## config.mk

```make
export PLATFORM = sky130hd
export DESIGN_NAME = mem_arbiter
export DESIGN_NICKNAME = d
export VERILOG_FILES = /design/src/rtl/mem_arbiter.sv
export SDC_FILE = /design/constraint.sdc
export NUM_CORES = 1
export LEC_CHECK = 0
export BUFFER_PORTS_ARGS = -buffer_cell sky130_fd_sc_hd__buf_4
export CORE_AREA = 2 2 397 399
export CTS_CLUSTER_DIAMETER = 50
export DETAILED_ROUTE_END_ITERATION = 8
export DIE_AREA = 0 0 399 401
export PLACE_DENSITY_LB_ADDON = 0.1
export SYNTH_ARGS = -nofsm -noshare
export SYNTH_HDL_FRONTEND = slang
export SYNTH_SLANG_ARGS = --single-unit
```

## constraint.sdc

```tcl
create_clock -name i_clk -period 4.6 [get_ports i_clk]
set_input_delay 1.38 -clock i_clk [delete_from_list [all_inputs] [get_ports i_clk]]
set_output_delay 1.38 -clock i_clk [all_outputs]
set_load 0.005 [all_outputs]
```

## src/rtl/mem_arbiter.sv

```systemverilog
// Two-requester (I-cache / D-cache) arbiter and sequencer for a single-port memory.
// Optional WAIT-state timeout is enabled by defining MEM_ARB_TIMEOUT_EN.
module mem_arbiter #(
   parameter int DATA_WIDTH       = 32,
   parameter int ADDR_WIDTH       = 32,
   parameter int CACHE_LINE_WIDTH = 256,
   parameter int STRB_WIDTH       = 8,
   parameter int TIMEOUT_CYCLES   = 64
) (
   input  logic                        i_clk,
   input  logic                        i_rst_n,
   input  logic                        i_ic_read_req,
   input  logic [ADDR_WIDTH-1:0]       i_ic_read_address,
   output logic                        o_ic_read_done,
   output logic [CACHE_LINE_WIDTH-1:0] o_ic_cache_line,
   input  logic                        i_dc_read_req,
   input  logic [ADDR_WIDTH-1:0]       i_dc_read_address,
   output logic                        o_dc_read_done,
   output logic [CACHE_LINE_WIDTH-1:0] o_dc_cache_line,
   input  logic                        i_dc_write_valid,
   input  logic [ADDR_WIDTH-1:0]       i_dc_write_address,
   input  logic [DATA_WIDTH-1:0]       i_dc_write_data,
   input  logic [STRB_WIDTH-1:0]       i_dc_write_strobe,
   output logic                        o_dc_write_done,
   output logic                        o_mem_read_req,
   output logic [ADDR_WIDTH-1:0]       o_mem_read_address,
   input  logic                        i_mem_read_done,
   input  logic [CACHE_LINE_WIDTH-1:0] i_mem_cache_line,
   output logic                        o_mem_write_valid,
   output logic [ADDR_WIDTH-1:0]       o_mem_write_address,
   output logic [DATA_WIDTH-1:0]       o_mem_write_data,
   output logic [STRB_WIDTH-1:0]       o_mem_write_strobe,
   input  logic                        i_mem_write_done,
   output logic                        o_busy,
`ifdef MEM_ARB_TIMEOUT_EN
   output logic [1:0]                  o_grant,
   output logic                        o_timeout
`else
   output logic [1:0]                  o_grant
`endif
);

   typedef enum logic [1:0] {S_IDLE, S_ISSUE, S_WAIT, S_RESP} state_t;

   state_t                      state_q, state_d;
   logic [1:0]                  grant_q, grant_d;
   logic                        wr_q, wr_d;
   logic [ADDR_WIDTH-1:0]       addr_q, addr_d;
   logic [DATA_WIDTH-1:0]       data_q, data_d;
   logic [STRB_WIDTH-1:0]       strb_q, strb_d;
   logic                        last_ic_q, last_ic_d;
   logic [CACHE_LINE_WIDTH-1:0] ic_line_q, ic_line_d;
   logic [CACHE_LINE_WIDTH-1:0] dc_line_q, dc_line_d;
   logic                        ic_pend, dc_pend, pick_ic, mem_done;

`ifdef MEM_ARB_TIMEOUT_EN
   localparam int CW = $clog2(TIMEOUT_CYCLES + 1);
   logic [CW-1:0] cnt_q, cnt_d;
   logic          to_q, to_d;
`endif

   always_ff @(posedge i_clk or negedge i_rst_n) begin
      if (!i_rst_n) begin
         state_q   <= S_IDLE;
         grant_q   <= '0;
         wr_q      <= 1'b0;
         addr_q    <= '0;
         data_q    <= '0;
         strb_q    <= '0;
         last_ic_q <= 1'b0;
         ic_line_q <= '0;
         dc_line_q <= '0;
`ifdef MEM_ARB_TIMEOUT_EN
         cnt_q     <= '0;
         to_q      <= 1'b0;
`endif
      end else begin
         state_q   <= state_d;
         grant_q   <= grant_d;
         wr_q      <= wr_d;
         addr_q    <= addr_d;
         data_q    <= data_d;
         strb_q    <= strb_d;
         last_ic_q <= last_ic_d;
         ic_line_q <= ic_line_d;
         dc_line_q <= dc_line_d;
`ifdef MEM_ARB_TIMEOUT_EN
         cnt_q     <= cnt_d;
         to_q      <= to_d;
`endif
      end
   end

   always_comb begin
      state_d   = state_q;
      grant_d   = grant_q;
      wr_d      = wr_q;
      addr_d    = addr_q;
      data_d    = data_q;
      strb_d    = strb_q;
      last_ic_d = last_ic_q;
      ic_line_d = ic_line_q;
      dc_line_d = dc_line_q;
`ifdef MEM_ARB_TIMEOUT_EN
      cnt_d     = cnt_q;
      to_d      = to_q;
`endif
      ic_pend   = i_ic_read_req;
      dc_pend   = i_dc_write_valid | i_dc_read_req;
      // The port served last yields when both are pending.
      pick_ic   = ic_pend & (~dc_pend | ~last_ic_q);
      mem_done  = wr_q ? i_mem_write_done : i_mem_read_done;

      case (state_q)
         S_IDLE: begin
            if (ic_pend || dc_pend) begin
               state_d = S_ISSUE;
               data_d  = '0;
               strb_d  = '0;
               if (pick_ic) begin
                  grant_d = 2'b01;
                  wr_d    = 1'b0;
                  addr_d  = i_ic_read_address;
               end else if (i_dc_write_valid) begin
                  grant_d = 2'b10;
                  wr_d    = 1'b1;
                  addr_d  = i_dc_write_address;
                  data_d  = i_dc_write_data;
                  strb_d  = i_dc_write_strobe;
               end else begin
                  grant_d = 2'b10;
                  wr_d    = 1'b0;
                  addr_d  = i_dc_read_address;
               end
            end
         end
         S_ISSUE: begin
            state_d = S_WAIT;
`ifdef MEM_ARB_TIMEOUT_EN
            cnt_d   = '0;
            to_d    = 1'b0;
`endif
         end
         S_WAIT: begin
            if (mem_done) begin
               state_d = S_RESP;
               if (!wr_q && grant_q[0]) ic_line_d = i_mem_cache_line;
               if (!wr_q && grant_q[1]) dc_line_d = i_mem_cache_line;
`ifdef MEM_ARB_TIMEOUT_EN
            end else if (cnt_q == CW'(TIMEOUT_CYCLES - 1)) begin
               state_d = S_RESP;
               to_d    = 1'b1;
               if (!wr_q && grant_q[0]) ic_line_d = '1;
               if (!wr_q && grant_q[1]) dc_line_d = '1;
            end else begin
               cnt_d = cnt_q + 1'b1;
`endif
            end
         end
         S_RESP: begin
            // Clearing the payload here keeps the memory-side outputs at 0 in IDLE.
            state_d   = S_IDLE;
            last_ic_d = grant_q[0];
            grant_d   = '0;
            wr_d      = 1'b0;
            addr_d    = '0;
            data_d    = '0;
            strb_d    = '0;
         end
         default: state_d = S_IDLE;
      endcase
   end

   assign o_mem_read_req      = (state_q == S_ISSUE) && !wr_q;
   assign o_mem_write_valid   = (state_q == S_ISSUE) && wr_q;
   assign o_mem_read_address  = addr_q;
   assign o_mem_write_address = addr_q;
   assign o_mem_write_data    = data_q;
   assign o_mem_write_strobe  = strb_q;
   assign o_ic_read_done      = (state_q == S_RESP) && grant_q[0];
   assign o_dc_read_done      = (state_q == S_RESP) && grant_q[1] && !wr_q;
   assign o_dc_write_done     = (state_q == S_RESP) && grant_q[1] && wr_q;
   assign o_ic_cache_line     = ic_line_q;
   assign o_dc_cache_line     = dc_line_q;
   assign o_busy              = (state_q != S_IDLE);
   assign o_grant             = grant_q;
`ifdef MEM_ARB_TIMEOUT_EN
   assign o_timeout           = (state_q == S_RESP) && to_q;
`endif

endmodule

```

==> results by group <==
Outcome
  – Status: finished clean

Yosys
  – Top post-synthesis cells by count: dfrtp_1 (590), mux2_2 (514), buf_4 (81)
  – Ys async rst share: 100%
  – Sequential element share of the synthesized area: 64.7%
  – Top FF cell, synth: dfrtp_1
  – Main area contributors after synthesis: dfrtp_1 (65%), mux2_2 (25%), buf_4 (2.7%)
  – Post-Syn Area: 0.0228 mm^2
  – Post-synth EDFFs: 0
  – Syn Nets: ~1800
  – YS warnings: 0
  – Netlist cell types: 27
  – Most instantiated library cell after synthesis: dfrtp_1
  – Mean post-synth cell area: 16.1 um^2
  – Synth area leader: dfrtp_1
  – Yosys top cell area share: 64.7%
  – Post-Synthesis Cells: 1420
  – Yosys reg bits: ~600

Critical path
  – Critical R2R Launch: state_q[0]$_DFFE_PN0P_
  – Slowest cell on crit path: dfrtp_1
  – CP max FO: 6
  – CP Launch Type: flop
  – Kind of critical path: reg2out
  – Crit end category: primary output
  – Max stage delay on crit path: about 0.4 ns
  – Reg2Reg Depth: 6
  – Reg2reg setup slack: between 2 and 2.5 ns
  – CP Data Required Time: 3.22 ns
  – Critical path buffer and inverter count: 1
  – Reg-to-Reg End: o_dc_cache_line[228]$_DFFE_PN0P_
  – CP delay by family, top: flip-flops
  – Data arrival, critical path: 1.79 ns
  – Crit-path cells: ha_1 > and2_1 > buf_4

Clock network
  – TritonCTS Buffers: 107
  – Clk slew on worst S/H paths: approximately 0.050 ns
  – CTS tree: done
  – Post-CTS Resized: 0
  – Worst-case clock buffer depth: 3
  – CTS sink count: just under 600
  – Root buffer selected by CTS: clkbuf_16
  – H-tree depth: 3
  – # hold bufs at CTS: 0
  – Post-CTS Setup Bufs: 0
  – Worst-Skew Late Latency: 0.70 ns

Timing
  – Min Tclk post-route: between 3 and 4 ns
  – FMAX: approximately 320 MHz
  – Hold Violations, Final: 0
  – TNS Setup: 0 ns
  – Worst Tran Pin Value: 0.974 ns
  – Count of final setup violators: 0
  – PnR worst setup slack: between 1 and 1.5 ns
  – Fin crit share: 68.9%
  – Final Slew Violations: 0
  – Worst-case clock skew: ~0.053 ns
  – Worst slew margin: 35.1%
  – RSZ-0062 raised after global routing: false

Die
  – Die area: 0.160 mm^2
  – Die Span Y: 401 um
  – Top Ports: a little over 1000
  – Starting Density: 14.7%
  – Die X: ~400 um
  – Cell row count: 145
  – Core area: 0.156 mm^2

Route
  – Post-DRT Antenna Nets: 0
  – Post-route DRC: 0
  – Via count: ~17000
  – TritonRoute pass-1 iters: 4
  – Total Wirelength: ~100 mm
  – Via density: 3.58
  – Iter 0 DRT Violations: 516
  – WL/cell: roughly 22 um

Finish
  – Fin util: 23.5%
  – Fillers: 16662
  – Area of the multi-input gates: 0.00715 mm^2
  – NumNets Final: 2882
  – Layout area overhead: 60.4%
  – Layout cells sized above 1: 68.7%
  – FF/Latch Area: around 0.015 mm^2

Global route
  – Largest net degree at the start of global routing: 97
  – First-pass GRT wire length: ~140 mm
  – Initial antenna violation count: 26
  – Vias in the first global route: 18618
  – Global Route Usage Sum: about 12%
  – Gr ovfl total: 0

Power and ir drop
  – P per Cell Area: slightly above 700 mW/mm^2
  – Total power: approximately 26000 uW
  – VDD IR max: 0.000302 V
  – Static leakage: about 0.018 uW

Hold path
  – Worst Hold Class: reg2reg
  – Startpoint of the worst hold path: o_ic_cache_line[231]$_DFFE_PN0P_
  – Hold path cells: 1
  – Worst hold endpoint: o_ic_cache_line[231]$_DFFE_PN0P_

Place
  – Port bufs: 1022
  – Dpl hpwl: 77.4 mm
  – Pre-CTS setup slack: 1.40 ns
  – Routability cong.: 0.844

Flow run
  – Max-cap violation count: 0
-- cell families after synthesis --
| group | after synthesis | share of synthesized area [%] |
|---|---|---|
| adder cells (fa/ha/maj) | 5 | 0.274 |
| multiplexers | 547 | 26.8 |
| flip-flops | 590 | 64.7 |
| AND/OR/NAND/NOR | 18 | 0.499 |
| buffers and inverters | 149 | 4.00 |
| AO/OA/AOI/OAI | 111 | 3.66 |
-- per-layer routing --
layer  track usage, %  share of wire [%]
met5                0               0.11
met4             4.87                3.3
met3             6.05                 11
met2             20.5                 49
met1             13.1                 36
-- where the power goes --
part | internal (uW) | switching, uW | total, uW
clock network | 5230 | 2980 | 8200
logic | 5300 | 3660 | 8960
registers | 7660 | 1480 | 9140
-- placed cells by master (no fill, tap or decap), drive strengths merged --
cell and n:
nor2 2, nand2 5, and3 2, ha 5, nor2b 2, mux2 514, and2 2, o32a 1
a22o 40, clkinv 32, bufinv 12, o211ai 1, buf 1063, diode 10, clkbuf 137, nor4b 1
clkinvlp 8, mux2i 33, nand2b 1, and3b 1, o221ai 32, a21o 1, inv 46, or2 1
dfrtp 590, nand3 1, a21oi 1, o21ai 35
-- per-stage QoR --
stage	hold slack, ns	cell area, um^2	std cells
2_1_floorplan	0.488	22800	1420
3_3_place_gp	0.490	32800	4427
3_5_place_dp	0.493	32800	4427
4_1_cts	0.504	36600	4627
5_1_grt	0.514	36600	4632
6_report	0.502	36600	4637
-- state kept, by name (all words and copies together) (netlist names) --
signal,count
o_dc_cache_line,256
o_ic_cache_line,256
o_mem_read_address,32
o_mem_write_data,32
o_mem_write_strobe,8
o_grant,2
state_q,2
last_ic_q,1
wr_q,1
-- worst max path at each step --
| stage | start | end | slack (ns) | cells after the start |
|---|---|---|---|---|
| after floorplan | i_dc_write_valid | o_mem_write_data[0]$_DFFE_PN0P_ | 2.10 | 6 |
| after global routing | state_q[0]$_DFFE_PN0P_ | o_ic_read_done | 1.26 | 3 |
| after detailed placement | i_mem_read_done | o_dc_cache_line[216]$_DFFE_PN0P_ | 1.40 | 5 |
| after CTS | state_q[1]$_DFFE_PN0P_ | o_ic_read_done | 1.26 | 3 |
| after global placement | i_mem_read_done | o_dc_cache_line[245]$_DFFE_PN0P_ | 1.42 | 5 |
| final | state_q[0]$_DFFE_PN0P_ | o_ic_read_done | 1.43 | 3 |
-- final cells by class --
class | count | share of cell area (%)
diodes | 10 | 0.0684
clock buffers | 137 | 8.01
clock inverters | 63 | 2.29
inverters | 35 | 0.359
multi-input cells | 681 | 19.5
flip-flops and latches | 590 | 40.4
well taps | 2058 | 7.04
repair buffers | 1063 | 22.3
(Power assumes the default switching activity.)
